[src/rtl/hazard_ctrl.sv]
// Hazard controller between ID and EX: tracks in-flight destination registers
// and derives stall/flush/freeze controls plus registered EX forward selects.
module hazard_ctrl #(
  parameter int RNW       = 5,
  parameter bit RF_BYPASS = 1'b1
) (
  input  logic           clk,
  input  logic           rst_n,
  input  logic           id_valid,
  input  logic [RNW-1:0] id_rs1,
  input  logic [RNW-1:0] id_rs2,
  input  logic           id_rs1_used,
  input  logic           id_rs2_used,
  input  logic [RNW-1:0] id_rd,
  input  logic           id_rd_we,
  input  logic           id_is_load,
  input  logic           ex_redirect,
  input  logic           mem_busy,
  output logic           stall_if,
  output logic           stall_id,
  output logic           flush_if,
  output logic           flush_ex,
  output logic           freeze,
  output logic [1:0]     fwd_a_sel,
  output logic [1:0]     fwd_b_sel
);

  typedef struct packed {
    logic           v;
    logic [RNW-1:0] rd;
    logic           we;
    logic           ld;
  } shadow_t;

  shadow_t    exEnt_r, memEnt_r, wbEnt_r, idEnt_s;
  logic [1:0] fwdA_r, fwdB_r, fwdANext_s, fwdBNext_s;
  logic       rs1Ex_s, rs1Mem_s, rs1Wb_s, rs2Ex_s, rs2Mem_s, rs2Wb_s;
  logic       loadUse_s, flushEx_s;

  // x0 is excluded here so it can never forward or interlock.
  function automatic logic srcMatch(input shadow_t p, input logic [RNW-1:0] rs,
                                    input logic used, input logic valid);
    return p.v & p.we & (p.rd == rs) & (rs != {RNW{1'b0}}) & used & valid;
  endfunction

  function automatic logic [1:0] fwdSel(input logic exHit, input logic memHit,
                                        input logic wbHit);
    logic [1:0] sel;
    if (exHit) begin
      sel = 2'd1;
    end else if (memHit) begin
      sel = 2'd2;
    end else if (wbHit && !RF_BYPASS) begin
      sel = 2'd3;
    end else begin
      sel = 2'd0;
    end
    return sel;
  endfunction

  // Hazard detection, pipeline controls and next forward selects.
  always_comb begin
    rs1Ex_s  = srcMatch(exEnt_r,  id_rs1, id_rs1_used, id_valid);
    rs1Mem_s = srcMatch(memEnt_r, id_rs1, id_rs1_used, id_valid);
    rs1Wb_s  = srcMatch(wbEnt_r,  id_rs1, id_rs1_used, id_valid);
    rs2Ex_s  = srcMatch(exEnt_r,  id_rs2, id_rs2_used, id_valid);
    rs2Mem_s = srcMatch(memEnt_r, id_rs2, id_rs2_used, id_valid);
    rs2Wb_s  = srcMatch(wbEnt_r,  id_rs2, id_rs2_used, id_valid);

    loadUse_s = exEnt_r.ld & (rs1Ex_s | rs2Ex_s);
    flushEx_s = (ex_redirect | loadUse_s) & ~mem_busy;

    freeze   = mem_busy;
    flush_if = ex_redirect & ~mem_busy;
    flush_ex = flushEx_s;
    // A redirect kills the ID instruction, so a pending load-use never stalls it.
    stall_if = loadUse_s & ~ex_redirect & ~mem_busy;
    stall_id = loadUse_s & ~ex_redirect & ~mem_busy;

    // Selects are judged against the stages the producers occupy now; each moves one
    // stage older by the time the consumer reaches EX.
    fwdANext_s = fwdSel(rs1Ex_s, rs1Mem_s, rs1Wb_s);
    fwdBNext_s = fwdSel(rs2Ex_s, rs2Mem_s, rs2Wb_s);

    idEnt_s.v  = id_valid;
    idEnt_s.rd = id_rd;
    idEnt_s.we = id_rd_we;
    idEnt_s.ld = id_is_load;
  end

  // Shadow pipeline advance and forward-select registers; all hold while memory is busy.
  always_ff @(posedge clk or negedge rst_n) begin
    if (!rst_n) begin
      exEnt_r  <= '0;
      memEnt_r <= '0;
      wbEnt_r  <= '0;
      fwdA_r   <= 2'd0;
      fwdB_r   <= 2'd0;
    end else if (!mem_busy) begin
      wbEnt_r  <= memEnt_r;
      memEnt_r <= exEnt_r;
      if (flushEx_s) begin
        exEnt_r <= '0;
        fwdA_r  <= 2'd0;
        fwdB_r  <= 2'd0;
      end else begin
        exEnt_r <= idEnt_s;
        fwdA_r  <= fwdANext_s;
        fwdB_r  <= fwdBNext_s;
      end
    end else begin
      wbEnt_r  <= wbEnt_r;
      memEnt_r <= memEnt_r;
      exEnt_r  <= exEnt_r;
      fwdA_r   <= fwdA_r;
      fwdB_r   <= fwdB_r;
    end
  end

  assign fwd_a_sel = fwdA_r;
  assign fwd_b_sel = fwdB_r;

endmodule

[config.mk]
export PLATFORM = sky130hd
export DESIGN_NAME = hazard_ctrl
export DESIGN_NICKNAME = d
export VERILOG_FILES = /design/src/rtl/hazard_ctrl.sv
export SDC_FILE = /design/constraint.sdc
export NUM_CORES = 1
export LEC_CHECK = 0
export CORE_MARGIN = 4
export CORE_UTILIZATION = 45
export CTS_CLUSTER_DIAMETER = 50
export DETAILED_ROUTE_END_ITERATION = 12
export PLACE_DENSITY_LB_ADDON = 0.05
export SLEW_MARGIN = 0
export SYNTH_ARGS = -nofsm -noshare
export SYNTH_HDL_FRONTEND = slang
export SYNTH_SLANG_ARGS = --single-unit
[constraint.sdc]
create_clock -name clk -period 2.3 [get_ports clk]
set_input_delay 0.46 -clock clk [delete_from_list [all_inputs] [get_ports clk]]
set_output_delay 0.46 -clock clk [all_outputs]
set_load 0.05 [all_outputs]
### Word-level counts from Yosys, hierarchy flattened

Index checks and enable logic that the tools add are counted.

* ROM bits: 0
* latch bits: 0
* output and inout port bits: 9
* logic and storage cells: 49
* flip-flop bits (word level): 19
* input port bits: 24
* bits in writable memories: 0
* memories: 0

* shift operators: 0
* mux-type cells: 7
* reduce and logical (&&, ||, !) cells: 2
* multipliers: 0
* bitwise gates (word level): 27
* div/mod/pow operators: 0
* eq/ne operators: 4
* $lt $le $gt $ge: 0
* $add $sub $neg: 0

Operator list (count)
* 1-bit bitwise AND: 23
* 5-bit equality test: 4
* 2-bit two-way mux: 6
* 5-bit nonzero test: 2
* 8-bit two-way mux: 1
* 1-bit inverter: 2
* 1-bit bitwise OR: 2

### Depth between registers and ports, before layout

* depth in word-level cells: 10
* depth in mapped cells: 6
* gate-level depth less buffers: 5

### Least setup slack after synthesis

OpenSTA, ideal clock, no wires.

* path type: input-to-output
* start point: input port id_rs2[2]
* end point: output port stall_if
* data required time: 1840 ps
* cell stages on the path: 6
* setup slack: -1022 ps
* arrival time: 2862 ps
* cell sequence: xor2_1 > nor4_1 > nor4b_2 > o21ai_4 > nor3_1 > buf_4

* cells in the longest elaborated chain, start to end: 9
* elaborated cells between the ends (all ways): 10
* classes of those cells: eq/ne (1); bitwise (8); reduce/logical (1)

RTL lines
* from (decl): line 11 `input logic [RNW-1:0] id_rs2,`
* 5-bit equality test: line 43 `return p.v & p.we & (p.rd == rs) & (rs != {RNW{1'b0}}) & used & valid;`
* 1-bit bitwise AND: line 43
* 1-bit bitwise AND * (3 in series): line 43
* 1-bit bitwise OR *: line 70 `loadUse_s = exEnt_r.ld & (rs1Ex_s | rs2Ex_s);`
* 1-bit bitwise AND *: line 70
* 1-bit bitwise AND * (2 in series)
* to (decl): line 19 `output logic stall_if,`

Mark *: on every way between the ends. The rest lies on a longest branch, timed or not.

### Worst setup path after layout

* start point: input port id_rs2[1]
* end point: output port flush_ex

* cells in the longest elaborated chain, start to end: 9
* elaborated cells between the ends (all ways): 10
* classes of those cells: eq/ne (1); bitwise (8); reduce/logical (1)

RTL lines
* 5-bit equality test: line 43
* 1-bit bitwise AND: line 43
* 1-bit bitwise AND * (3 in series): line 43
* 1-bit bitwise OR *: line 70
* 1-bit bitwise AND *: line 70
* 1-bit bitwise OR *: line 71 `flushEx_s = (ex_redirect | loadUse_s) & ~mem_busy;`
* 1-bit bitwise AND *: line 71
* to (decl): line 22 `output logic flush_ex,`

Marked as above.

==> out/qor.yml <==
violations: "setup timing"
htree_num_levels: 1
critPathMaxFanout: 3
timing.hold.ws_ns: 0.494
max_clock_freq_ghz: 0.385
drive_gt1_share_pct: 42.3
maxCapViolCount: 0
routed_wl_mm: 3.08
core_area_sq_um: 2230
syn_nets: 114
io_buffers: 32
synth_area_sq_um: 1060
wl_per_cell_um: 16.7
clockBufferDepth: 2
final.setup.worst_slack_ns: -0.297
clock_latency_ns: 0.29
stdcell_count: 184
fp.dieH_um: 56.6
grt_pass1_wl_mm: 5.15
firstDrtPassIters: 4
maxSlewHeadroom_pct: 66.9
syn_inst: 90
ant_nets: 0
numCtsBuffers: 3
rsz0062_at_grt: "true"
irDropWorstVdd_v: 0.000399
yosys_warnings: 0
first_global_vias: 1028
cts-root-buf: "clkbuf_4"
diodes: 0
maxSlewViolCount: 0
design_area_sq_um: 1800
p_int_mw: 0.554
clock_skew_ns: 0.00560
drt_iter0_drc: 37
p_comb_share_pct: 29.7
antenna_found_initial: 0
dp.cells: 162
yosys_register_bits: 19
synth_cell_types: 22
tritoncts: "done"
hp-class: "primary input to async pin"
dpl-instance-area_sq_um: 1590
worstMarginPinSlew_ns: 0.495
p_per_area_nw_per_um2: 433
dieArea_sq_um: 3200
grt_max_degree: 20
criticalPathCategory: "primary input to primary output"
drcViolationCount: 0
nNetsFinal: 181
cp.required_ns: 1.84
setup_violations: 5
status: "finished, violations left"
groute.usage.overall_pct: 20.5
power_frac_clock_pct: 21.1
synth_seq_area_share_pct: 44.8
post-place-ws_ns: -0.593
p_sw_mw: 0.227
syn_avg_cell_area_sq_um: 11.8
place_hpwl_mm: 2.27
ios: 33
place.gp.congestion: 0.769
rows: 17
power_frac_seq_pct: 49.2
cp.arrival_ns: 2.14
hold_violations: 0
fin_crit_sh_pct: 113
utilization_pct: 80.7
clk_pin_slew_worst_paths_ns: 0.11
initial_core_util_pct: 47.5
cts_sinks: 19
gr-total-overflow: 0
area_delta_synth_final_pct: 69.9
cp-start-kind: "primary input"
fin_crit_ns: 2.60
setup_tns_ns: -1.21
p_total_mw: 0.781
end_kind: "primary output"
vias: 1012
dieWidth_um: 56.6
viasPerCell: 5.50
swShare_pct: 29.1
leakage_nw: 0.798
## flip-flops by register name (all words and copies together), names as in the netlist
register,cells
fwd_b_sel,2
memEnt_r,7
exEnt_r,8
fwd_a_sel,2
## critical path: stages
cell	delay [ns]
dlygate4sd2_1	0.26
or4_4	0.55
o211ai_4	0.21
nor4b_4	0.09
o21ai_4	0.22
buf_4	0.14
a21oi_2	0.04
buf_6	0.16
## cells by family after synthesis
logic type,after synthesis,share of synthesized area (%)
compound gates,16,14.7
xor+xnor,20,16.5
buf+inv,6,2.83
flops,19,44.8
mux,7,7.43
simple gates,22,13.7
## cell type report
class	instances	area [sq um]
Inverter	1	3.75
Timing Repair Buffer	67	627
Sequential cell	19	477
Clock inverter	1	5.00
Fill cell	154	430
Tap cell	28	35.0
Multi-Input combinational cell	65	633
Clock buffer	3	22.5
## power by group through the flow
stage	sequential (mW)	combinational [mW]	clock, mW
after floorplan	0.386	0.0955	0
after global placement	0.391	0.192	0
after detailed placement	0.392	0.198	0
after CTS	0.385	0.221	0.170
after global routing	0.388	0.248	0.189
final	0.384	0.232	0.165
## synthesized netlist by cell type
library cell,instances,area [sq um]
dfrtp_1,19,475
xor2_1,12,105
a32o_1,10,100
xnor2_1,8,70.1
mux2_2,7,78.8
nand2_1,5,18.8
nor4_1,4,25.0
clkbuf_1,3,11.3
buf_4,2,15.0
nand4_1,2,12.5
nor2_1,2,7.51
nor4b_2,2,30.0
o211ai_2,2,25.0
o21ai_0,2,10.0
or4_1,2,15.0
or4b_1,2,20.0
a21oi_1,1,5.00
inv_1,1,3.75
nand3_1,1,5.00
nor3_1,1,5.00
o21ai_4,1,16.3
or3_1,1,6.26
## worst paths after layout
path,from,to,slack (ns),cells past startpoint
max reg2reg,exEnt_r[2],fwd_b_sel[1],-0.26,14
min,rst_n,memEnt_r[6],0.49,2
max in group asynchronous,rst_n,exEnt_r[6],1.58,2
min reg2reg,fwd_a_sel[0],fwd_a_sel[0],0.50,2
max,id_rs2[1],flush_ex,-0.30,8
min in group clk,fwd_a_sel[0],fwd_a_sel[0],0.50,2
## placed cells by master (no fill, tap or decap), types with 3 or more instances in the layout
cell,count
buf_12,4
dfrtp_1,18
clkbuf_4,3
xor2_1,12
buf_4,32
a32o_1,10
xnor2_1,8
mux2_2,7
dlygate4sd2_1,8
clkdlybuf4s50_1,16
buf_6,4
nand2_1,5
## metal layers
metal	GRT usage (%)	wire length, um
met2	34.2	1580
met5	0	0
met4	6.44	74
met1	26.5	1240
met3	4.14	184
## timing repair
| action | 4_1_cts | 5_1_grt |
|---|---|---|
| endpoints found under the hold margin | 0 | 0 |
| pin swaps | 12 | 5 |
| endpoints found under the setup margin | 3 | 5 |
| hold buffers | 0 | 0 |
| buffers inserted | 11 | 7 |
| resized for setup | 28 | 1 |
| cloned | 0 | 0 |
Note: power is estimated with default switching activity, not from simulation.
